`src/rtl/uart_tx_sched_if.sv`:
```
// Requester-side byte bus for uart_tx_sched: one valid/ready pair and one byte lane per requester.
interface uart_tx_sched_if #(
    parameter int NREQ = 4
);
    logic [NREQ-1:0]   req_valid;
    logic [NREQ*8-1:0] req_data;
    logic [NREQ-1:0]   req_ready;

    modport master (output req_valid, output req_data, input  req_ready);
    modport slave  (input  req_valid, input  req_data, output req_ready);
endinterface

```
`src/rtl/uart_tx_sched.sv`:
```
// Multi-requester UART transmitter: round-robin byte arbitration with optional per-line
// grant locking, 8 data bits LSB first, optional even parity, one stop bit.
module uart_tx_sched #(
    parameter int NREQ      = 4,
    parameter int LINE_LOCK = 1,
    parameter int MAX_LINE  = 255,
    parameter int LOCK_TO   = 1024
) (
    input  logic                    clk,
    input  logic                    rst_n,
    input  logic [15:0]             cfg_div,
    input  logic                    cfg_parity_en,
    uart_tx_sched_if.slave          req,
    output logic                    tx,
    output logic                    busy,
    output logic [$clog2(NREQ)-1:0] grant_id,
    output logic                    lock_active
);
    localparam int GW = $clog2(NREQ);
    localparam int LW = $clog2(MAX_LINE + 1);
    localparam int TW = $clog2(LOCK_TO + 1);

    typedef enum logic [2:0] {IDLE, START, DATA, PARITY, STOP} state_t;

    state_t          state_q;
    logic            tx_q, busy_q, par_q;
    logic [15:0]     cnt_q, div_q;
    logic [2:0]      bit_q;
    logic [7:0]      sh_q;
    logic [GW-1:0]   grant_q;
    logic            lock_q, lock_d;
    logic [LW-1:0]   line_q, line_d, line_inc;
    logic [TW-1:0]   to_q, to_d;

    logic [GW-1:0]   win, cand;
    logic            win_vld, accept;
    logic [7:0]      acc_byte;

    // Winner search walks backwards so the closest requester after grant_q is assigned last.
    always_comb begin
        win     = grant_q;
        win_vld = 1'b0;
        cand    = grant_q;
        if (lock_q) begin
            win_vld = req.req_valid[grant_q];
        end else begin
            for (int k = NREQ; k >= 1; k--) begin
                cand = GW'((int'(grant_q) + k) % NREQ);
                if (req.req_valid[cand]) begin
                    win     = cand;
                    win_vld = 1'b1;
                end
            end
        end
        accept        = rst_n && (state_q == IDLE) && win_vld;
        req.req_ready = accept ? ({{(NREQ-1){1'b0}}, 1'b1} << win) : '0;
        acc_byte      = req.req_data[{win, 3'b000} +: 8];
    end

    // Line lock bookkeeping: a clear always beats a set in the same cycle.
    always_comb begin
        lock_d   = lock_q;
        line_d   = line_q;
        to_d     = to_q;
        line_inc = line_q + LW'(1);
        if (accept) begin
            to_d = '0;
            if (LINE_LOCK == 0 || acc_byte == 8'h0A || line_inc == LW'(MAX_LINE)) begin
                lock_d = 1'b0;
                line_d = '0;
            end else begin
                lock_d = 1'b1;
                line_d = line_inc;
            end
        end else if (state_q == IDLE && lock_q && !req.req_valid[grant_q]) begin
            if (to_q + TW'(1) >= TW'(LOCK_TO)) begin
                to_d   = TW'(LOCK_TO);
                lock_d = 1'b0;
                line_d = '0;
            end else begin
                to_d = to_q + TW'(1);
            end
        end
    end

    always_ff @(posedge clk or negedge rst_n) begin
        if (!rst_n) begin
            state_q <= IDLE;
            tx_q    <= 1'b1;
            busy_q  <= 1'b0;
            par_q   <= 1'b0;
            cnt_q   <= '0;
            div_q   <= '0;
            bit_q   <= '0;
            sh_q    <= '0;
            grant_q <= GW'(NREQ - 1);
            lock_q  <= 1'b0;
            line_q  <= '0;
            to_q    <= '0;
        end else begin
            lock_q <= lock_d;
            line_q <= line_d;
            to_q   <= to_d;
            if (state_q != IDLE && cnt_q != 16'd0)
                cnt_q <= cnt_q - 16'd1;
            case (state_q)
                IDLE: begin
                    if (accept) begin
                        state_q <= START;
                        tx_q    <= 1'b0;
                        busy_q  <= 1'b1;
                        cnt_q   <= cfg_div;
                        div_q   <= cfg_div;
                        par_q   <= cfg_parity_en;
                        sh_q    <= acc_byte;
                        grant_q <= win;
                    end
                end
                START: begin
                    if (cnt_q == 16'd0) begin
                        state_q <= DATA;
                        tx_q    <= sh_q[0];
                        bit_q   <= 3'd0;
                        cnt_q   <= div_q;
                    end
                end
                DATA: begin
                    if (cnt_q == 16'd0) begin
                        cnt_q <= div_q;
                        if (bit_q == 3'd7) begin
                            state_q <= par_q ? PARITY : STOP;
                            tx_q    <= par_q ? ^sh_q : 1'b1;
                        end else begin
                            bit_q <= bit_q + 3'd1;
                            tx_q  <= sh_q[bit_q + 3'd1];
                        end
                    end
                end
                PARITY: begin
                    if (cnt_q == 16'd0) begin
                        state_q <= STOP;
                        tx_q    <= 1'b1;
                        cnt_q   <= div_q;
                    end
                end
                STOP: begin
                    if (cnt_q == 16'd0) begin
                        state_q <= IDLE;
                        tx_q    <= 1'b1;
                        busy_q  <= 1'b0;
                    end
                end
                default: begin
                    state_q <= IDLE;
                    tx_q    <= 1'b1;
                    busy_q  <= 1'b0;
                end
            endcase
        end
    end

    assign tx          = tx_q;
    assign busy        = busy_q;
    assign grant_id    = grant_q;
    assign lock_active = lock_q;
endmodule
```
`src/flat_wrapper.sv`:
```
// flat-port wrapper written by rule: the top's interface ports become plain ports
module uart_tx_sched_flat 
#(
    parameter int NREQ      = 4,
    parameter int LINE_LOCK = 1,
    parameter int MAX_LINE  = 255,
    parameter int LOCK_TO   = 1024
)
  (clk, rst_n, cfg_div, cfg_parity_en, tx, busy, grant_id, lock_active, req_req_valid, req_req_data, req_req_ready);
  uart_tx_sched_if #(.NREQ(NREQ)) req_i ();
  input  logic clk;
  input  logic rst_n;
  input  logic [15:0] cfg_div;
  input  logic cfg_parity_en;
  output logic tx;
  output logic busy;
  output logic [$clog2(NREQ)-1:0] grant_id;
  output logic lock_active;
  input wire logic [$bits(req_i.req_valid)-1:0] req_req_valid;
  input wire logic [$bits(req_i.req_data)-1:0] req_req_data;
  output wire logic [$bits(req_i.req_ready)-1:0] req_req_ready;
  assign req_i.req_valid = req_req_valid;
  assign req_i.req_data = req_req_data;
  assign req_req_ready = req_i.req_ready;
  uart_tx_sched #(.NREQ(NREQ), .LINE_LOCK(LINE_LOCK), .MAX_LINE(MAX_LINE), .LOCK_TO(LOCK_TO)) u_core (.clk(clk), .rst_n(rst_n), .cfg_div(cfg_div), .cfg_parity_en(cfg_parity_en), .req(req_i), .tx(tx), .busy(busy), .grant_id(grant_id), .lock_active(lock_active));
endmodule
```
`config.mk`:
```
export PLATFORM = sky130hd
export DESIGN_NAME = uart_tx_sched_flat
export DESIGN_NICKNAME = d
export VERILOG_FILES = /design/src/rtl/uart_tx_sched_if.sv /design/src/rtl/uart_tx_sched.sv /design/src/flat_wrapper.sv
export SDC_FILE = /design/constraint.sdc
export NUM_CORES = 1
export LEC_CHECK = 0
export ABC_AREA = 1
export BUFFER_PORTS_ARGS = -buffer_cell sky130_fd_sc_hd__buf_2
export CORE_ASPECT_RATIO = 1.2
export CORE_MARGIN = 2
export CORE_UTILIZATION = 53
export DETAILED_ROUTE_END_ITERATION = 6
export GPL_TIMING_DRIVEN = 0
export PLACE_DENSITY = 0.84
export SYNTH_ARGS = -nofsm -noshare
export SYNTH_HDL_FRONTEND = slang
export SYNTH_SLANG_ARGS = --single-unit
```
`constraint.sdc`:
```
create_clock -name clk -period 2.7 [get_ports clk]
set_input_delay 0.54 -clock clk [delete_from_list [all_inputs] [get_ports clk]]
set_output_delay 0.54 -clock clk [all_outputs]
set_load 0.01 [all_outputs]
```
==> results of run 1 <==
==> cells in the mapped netlist, types with 3 or more instances <==
| master | n | area (um^2) |
|---|---|---|
| buf_2 | 3 | 15.0 |
| nor2_1 | 45 | 169 |
| o31ai_1 | 3 | 22.5 |
| nand2_2 | 12 | 75.1 |
| ha_1 | 7 | 87.6 |
| o21ai_1 | 6 | 30.0 |
| o211ai_1 | 8 | 60.1 |
| o21ai_0 | 43 | 215 |
| o221ai_1 | 8 | 70.1 |
| dfrtp_1 | 68 | 1700 |
| inv_1 | 74 | 278 |
| nand3_1 | 36 | 180 |
| o22ai_1 | 3 | 18.8 |
| clkbuf_1 | 5 | 18.8 |
| inv_2 | 5 | 18.8 |
| a21oi_1 | 15 | 75.1 |
| nand3_2 | 6 | 60.1 |
| nor3_1 | 17 | 85.1 |
| dfstp_2 | 3 | 78.8 |
| nor2_2 | 6 | 37.5 |
| xnor2_1 | 8 | 70.1 |
| xor2_1 | 17 | 149 |
| nand3b_1 | 5 | 37.5 |
| nand4_1 | 15 | 93.8 |
| buf_6 | 6 | 67.6 |
| nand2_1 | 125 | 469 |
| nand2_4 | 4 | 45.0 |
==> sequential cells by signal, summed over array words and instances, names as in the netlist <==
register and flops:
u_core.sh_q 8, u_core.div_q 16, u_core.par_q 1, u_core.bit_q 3, u_core.busy 1, u_core.grant_id 2, u_core.cnt_q 16, u_core.state_q 3
u_core.lock_active 1, u_core.to_q 11, u_core.line_q 8, u_core.tx 1
==> power by group <==
group	switching [mW]	internal (mW)
Clock	0.417	0.612
Sequential	0.323	1.49
Combinational	2.37	1.62
Total	3.11	3.72
==> cells in the final DEF, fill, tap and decap left out, types with 8 or more instances in the layout <==
master / instances
nand2_1: 115
inv_1: 74
dfrtp_1: 67
buf_2: 63
o21ai_0: 43
nor2_1: 37
nand3_1: 35
buf_4: 25
nand2_2: 19
xor2_1: 17
nor3_1: 16
a21oi_1: 15
nand4_1: 15
nor2_2: 12
clkbuf_8: 10
o221ai_1: 8
o211ai_1: 8
xnor2_1: 8
==> through the flow <==
stage / setup WS, ns / hold WS, ns
2_1_floorplan: 0.272 / 0.244
3_3_place_gp: -1.45 / 0.471
3_5_place_dp: -0.875 / 0.493
4_1_cts: 0.00340 / 0.154
5_1_grt: -0.150 / 0.170
6_report: -0.0926 / 0.136
==> layout make-up <==
type | count | area share, %
buffer | 12 | 2.36
clock buffer | 10 | 2.33
clock inverter | 6 | 1.99
inverter | 81 | 5.79
multi-input combinational | 403 | 41.8
sequential | 71 | 32.6
tap | 95 | 2.17
timing repair buffer | 92 | 10.9
==> path summary, 6_finish.rpt <==
path,slack (ns),start,end,cells after the start
worst max register to register,0.08,u_core.grant_id[0],u_core.lock_active,20
max in group asynchronous,2.16,rst_n,u_core.state_q[0],1
min in group clk,0.40,cfg_parity_en,u_core.par_q,3
worst max-delay path,-0.09,u_core.grant_id[0],req_req_ready[2],14
worst min-delay path,0.14,rst_n,u_core.cnt_q[0],1
worst min register to register,0.52,u_core.line_q[7],u_core.line_q[7],2
==> routing by layer <==
| layer | track usage [%] | vias to the layer above | wire length (um) |
|---|---|---|---|
| met1 | 27.7 | 2112 | 4540 |
| met4 | 12.6 | 0 | 379 |
| li1 | - | 2071 | - |
| met2 | 47.1 | 165 | 6660 |
| met3 | 2.47 | 37 | 516 |
| met5 | 0 | - | 0 |
==> cells by family (layout without fill, tap and decap cells) <==
family | after synthesis | after routing
simple gates | 279 | 279
buf+inv | 95 | 201
compound gates | 92 | 92
flops | 71 | 71
xor+xnor | 25 | 25
fa+ha+maj | 7 | 7
==> worst max-delay path, cell delays in order, from the launching register on <==
cell,delay (ns)
dfstp_2,0.55
buf_8,0.14
inv_8,0.05
nand2_4,0.06
nand2_1,0.05
o21ai_1,0.12
nor2_1,0.05
inv_1,0.12
nand2_2,0.10
inv_2,0.09
buf_8,0.11
buf_12,0.09
nand2_2,0.04
nor2_1,0.16
buf_2,0.17
==> repair_timing <==
item / 4_1_cts / 5_1_grt
setup endpoints to repair: 10 / 13
cloned: 0 / 1
pin swaps: 6 / 8
resized for setup: 27 / 16
endpoints found under the hold margin: 0 / 0
hold buffers: 0 / 0
buffers inserted: 14 / 14
==> reports/qor.txt, run 1 <==
type of the most critical hold path -> primary input to asynchronous set/reset pin
post-synth net total -> 631
Final Skew -> 0.00760 ns
vias in the first global route -> 4,331
Rel. slew slack -> 46.1%
Final GP Congestion -> 0.903
DRC Markers -> 0
post-layout min period -> 2.79 ns
layout cells sized above 1 -> 27.0%
dpl cells -> 727
crit start category -> flip-flop
Chip Width -> 87.1 um
core footprint -> 0.00806 mm^2
Multi-input gate area -> 0.00229 mm^2
htree depth -> 3
register area -> 0.00178 mm^2
hpwl dp -> 7.77 mm
Slew Viols, Final -> 0
row cnt -> 36
Post-Synth Simple-Gate Area -> 30.8%
fin cells -> 770
Setup violations, final -> 3
maximum clock frequency -> 0.358 GHz
CTS clk-pin slew, worst paths -> 0.08 ns
Crit Path Category -> flip-flop to output pin
compound-cell area share of the yosys netlist -> 12.2%
first-pass GRT wire length -> 18.4 mm
Clock Tree Root -> clkbuf_8
TritonCTS buffer count -> 9
clock buffer depth -> 2
Worst-Margin Slew -> 0.805 ns
XOR/XNOR Fraction of Synth Area -> 4.99%
synthesized area per cell -> 7.72 um^2
ys flop type -> dfrtp_1
Worst Setup End Kind -> output pin
Clock Latency Late Sink -> 0.36 ns
gr ovfl total -> 0
crit share post-route -> 103%
initial antenna violation count -> 0
placed inst area -> 0.00483 mm^2
status -> complete, but fails checks
Total GRT Usage -> 25.3%
Post-Synth Adder-Cell Area -> 1.99%
crit path max fanout -> 7
Starting Density -> 54.5%
nets@finish -> 732
WP data arrival -> 2.25 ns
initial DRC count -> 315
total power -> 6.84 mW
RSZ-0062 raised after global routing -> true
Pwr Density -> 1250 mW/mm^2
Peak VDD IR -> 911 uV
leakage -> 2.78 nW
mux cell area share after synthesis -> 0%
Yosys warnings -> 0
final setup TNS -> -0.109 ns
Synth Cell Area -> 0.00439 mm^2
die height -> 104 um
CTS tree -> done
wire length per cell -> 15.7 um
register bit total from synthesis -> 71
Detail Route Antenna Nets -> 0
largest family of logic cells by synthesized area -> simple AND/OR/NAND/NOR gates
final WL -> 12.1 mm
number of synthesized flops with an enable pin -> 0
IO buf count -> 63
clock sink count -> 71
Critical Path RT -> 2.16 ns
fill count -> 595
Seq/Total Area, Yosys -> 40.5%
Synth cell types -> 41
DRT Pass-1 Iters -> 6
die area -> 0.00903 mm^2
FFs w/ async S/R, synth -> 100%
failing checks -> setup timing
Mapped Cells -> 569
io pins -> 64
via/cell ratio -> 5.69
post-layout util -> 67.8%
number of max-cap violations -> 0
Final Hold Viols -> 0
n_diodes -> 0
largest net degree at the start of global routing -> 73
Final Cell Area -> 0.00547 mm^2
Area Overhead vs Synth -> 24.5%
vias -> 4,385
Final Worst Setup Slack -> -0.0926 ns
No activity file was read; power rests on OpenSTA's default activity.
==> run 2: changes to the inputs <==
--- a/config.mk
+++ b/config.mk
@@ -6,13 +6,12 @@
 export NUM_CORES = 1
 export LEC_CHECK = 0
 export ABC_AREA = 1
-export BUFFER_PORTS_ARGS = -buffer_cell sky130_fd_sc_hd__buf_2
 export CORE_ASPECT_RATIO = 1.2
-export CORE_MARGIN = 2
 export CORE_UTILIZATION = 53
 export DETAILED_ROUTE_END_ITERATION = 6
+export DONT_BUFFER_PORTS = 1
 export GPL_TIMING_DRIVEN = 0
-export PLACE_DENSITY = 0.84
+export PLACE_DENSITY = 0.77
 export SYNTH_ARGS = -nofsm -noshare
 export SYNTH_HDL_FRONTEND = slang
 export SYNTH_SLANG_ARGS = --single-unit
==> run 2 against run 1 <==
The flow now finishes without violations. Sequential cell count did not move. Clock skew is 0.0056 ns higher. Largest cell class unchanged. Largest power group unchanged. Hold slack lost 0.11 ns. Critical path type unchanged. Highest routed layer unchanged. Register-to-register slack about the same. Count of clock-buffer cells in the layout down 1. Power decreased by 7.5%.
==> reports/qor.txt, run 2 (synthesis gave the netlist of run 1 again) <==
crit start category -> flip-flop (unchanged)
vias in the first global route -> 3,848 (was 4,331)
Crit Reg-Reg Startpoint -> u_core.grant_id[0] (unchanged)
r2r setup slk -> 0.08 ns (about the same)
worst slack, placed -> -0.236 ns (was -0.875 ns)
leakage -> 2.46 nW (was 2.78 nW)
most frequent cells in the layout -> 120 x nand2_1, 74 x inv_1, 68 x dfrtp_1, 43 x o21ai_0 (was 115 x nand2_1, 74 x inv_1, 67 x dfrtp_1, 63 x buf_2, 43 x o21ai_0)
clock buffer depth -> 2 (unchanged)
crit share post-route -> 98.1% (was 103%)
die area -> 0.00866 mm^2 (was 0.00903 mm^2)
final WL -> 10.5 mm (was 12.1 mm)
total power -> 6.32 mW (was 6.84 mW)
row cnt -> 36 (unchanged)
type of the most critical hold path -> primary input to asynchronous set/reset pin (unchanged)
core footprint -> 0.00806 mm^2 (unchanged)
Clock Latency Late Sink -> 0.35 ns (was 0.36 ns)
Worst-Margin Slew -> 0.764 ns (was 0.805 ns)
Total GRT Usage -> 25.0% (was 25.3%)
htree depth -> 3 (unchanged)
status -> complete, no violations (was complete, but fails checks)
RSZ-0062 raised after global routing -> true (unchanged)
vias -> 3,912 (was 4,385)
Rel. slew slack -> 48.8% (was 46.1%)
fill count -> 660 (was 595)
Top Registers -> u_core.cnt_q: 16 flops, u_core.div_q: 16 flops, u_core.to_q: 11 flops (unchanged)
CTS tree -> done (unchanged)
IO buf count -> 0 (was 63)
Peak VDD IR -> 1170 uV (was 911 uV)
hpwl dp -> 7.24 mm (was 7.77 mm)
gr ovfl total -> 0 (unchanged)
io pins -> 64 (unchanged)
clock sink count -> 71 (unchanged)
largest net degree at the start of global routing -> 69 (was 73)
post-layout min period -> 2.65 ns (was 2.79 ns)
Area Overhead vs Synth -> 15.1% (was 24.5%)
Final Hold Viols -> 0 (unchanged)
Final Worst Setup Slack -> 0.0520 ns (was -0.0926 ns)
WP data arrival -> 2.11 ns (was 2.25 ns)
via/cell ratio -> 5.57 (was 5.69)
Multi-input gate area -> 0.00228 mm^2 (was 0.00229 mm^2)
wire length per cell -> 14.9 um (was 15.7 um)
first-pass GRT wire length -> 17.1 mm (was 18.4 mm)
register area -> 0.00178 mm^2 (about the same)
Setup violations, final -> 0 (was 3)
DRC Markers -> 0 (unchanged)
Slew Viols, Final -> 0 (unchanged)
Worst Setup End Kind -> output pin (unchanged)
TritonCTS buffer count -> 9 (unchanged)
CP startpoint -> u_core.grant_id[0] (unchanged)
CTS clk-pin slew, worst paths -> 0.08 ns (about the same)
R2R depth -> 19 (was 20)
Chip Width -> 85.1 um (was 87.1 um)
nets@finish -> 664 (was 732)
n_diodes -> 0 (unchanged)
Final GP Congestion -> 0.882 (was 0.903)
Crit Path Category -> flip-flop to output pin (unchanged)
Setup crit end -> req_req_ready[0] (was req_req_ready[2])
layout cells sized above 1 -> 17.8% (was 27.0%)
maximum clock frequency -> 0.378 GHz (was 0.358 GHz)
number of max-cap violations -> 0 (unchanged)
crit path max fanout -> 8 (was 7)
Detail Route Antenna Nets -> 0 (unchanged)
die height -> 102 um (was 104 um)
worst r2r dst -> u_core.line_q[7] (was u_core.lock_active)
Critical Path RT -> 2.16 ns (about the same)
Pwr Density -> 1250 mW/mm^2 (about the same)
initial DRC count -> 158 (was 315)
initial antenna violation count -> 0 (unchanged)
DRT Pass-1 Iters -> 5 (was 6)
Final Skew -> 0.0132 ns (was 0.00760 ns)
final setup TNS -> 0 ns (was -0.109 ns)
Starting Density -> 54.5% (unchanged)
Clock Tree Root -> clkbuf_8 (unchanged)
most common cell after layout, fill and taps aside -> nand2_1 (unchanged)
## run 2: worst min path at each step
| stage | to | slack [ns] | depth (start not counted) |
|---|---|---|---|
| floorplan | u_core.bit_q[0] | 0.24 | 0 |
| global placement | u_core.cnt_q[2] | 0.25 | 0 |
| detailed placement | u_core.div_q[0] | 0.25 | 0 |
| CTS | u_core.grant_id[1] | 0.009 | 0 |
| global route | u_core.grant_id[0] | 0.004 | 0 |
| finish | u_core.grant_id[0] | 0.03 | 0 |
## run 2: stage by stage
step	utilization [%]	cell area [um^2]	cells	hold slack, ns
CTS	60.3	4860	688	0.00890
detailed placement	55.9	4510	664	0.246
global route	62.7	5050	702	0.00413
floorplan	-	4390	569	0.244
finish	62.7	5050	702	0.0254
global placement	55.9	4510	664	0.246
## run 2: power breakdown
group / total (mW) / internal, mW / leakage, nW / switching (mW)
clock: 0.849 / 0.426 / 0.0875 / 0.424
sequential: 1.83 / 1.49 / 0.896 / 0.338
combinational: 3.64 / 1.49 / 1.47 / 2.15
## run 2: worst max-delay path: stages, from the launching register on
cell	delay, ns
dfstp_2	0.58
buf_8	0.14
inv_8	0.05
nand2_2	0.07
nand2_1	0.08
nand2_1	0.08
nand2_2	0.07
nor2_2	0.08
nand2_1	0.06
nand2_2	0.11
nand2_8	0.08
buf_12	0.16
nor3_4	0.20
## run 2: cell type report
| class | count | area share [%] |
|---|---|---|
| Tap cell | 95 | 2.35 |
| Multi-Input combinational cell | 403 | 45.0 |
| Clock inverter | 7 | 1.46 |
| Buffer | 12 | 2.75 |
| Timing Repair Buffer | 24 | 4.53 |
| Clock buffer | 9 | 2.45 |
| Inverter | 81 | 6.21 |
| Sequential cell | 71 | 35.2 |
## run 2: timing repair
item / 4_1_cts / 5_1_grt
pin swaps: 4 / 10
resized for setup: 22 / 21
buffers inserted: 8 / 14
endpoints found under the setup margin: 4 / 13
gates cloned: 0 / 1
endpoints found under the hold margin: 68 / 0
hold buffers: 1 / 0
## run 2: routing by layer
metal / GRT usage [%] / up-vias / routed length (um)
met2: 46.8 / 83 / 5450
met4: 8.87 / 0 / 243
met3: 4.24 / 18 / 350
met5: 0 / - / 0
li1: - / 1941 / -
met1: 28.7 / 1870 / 4410
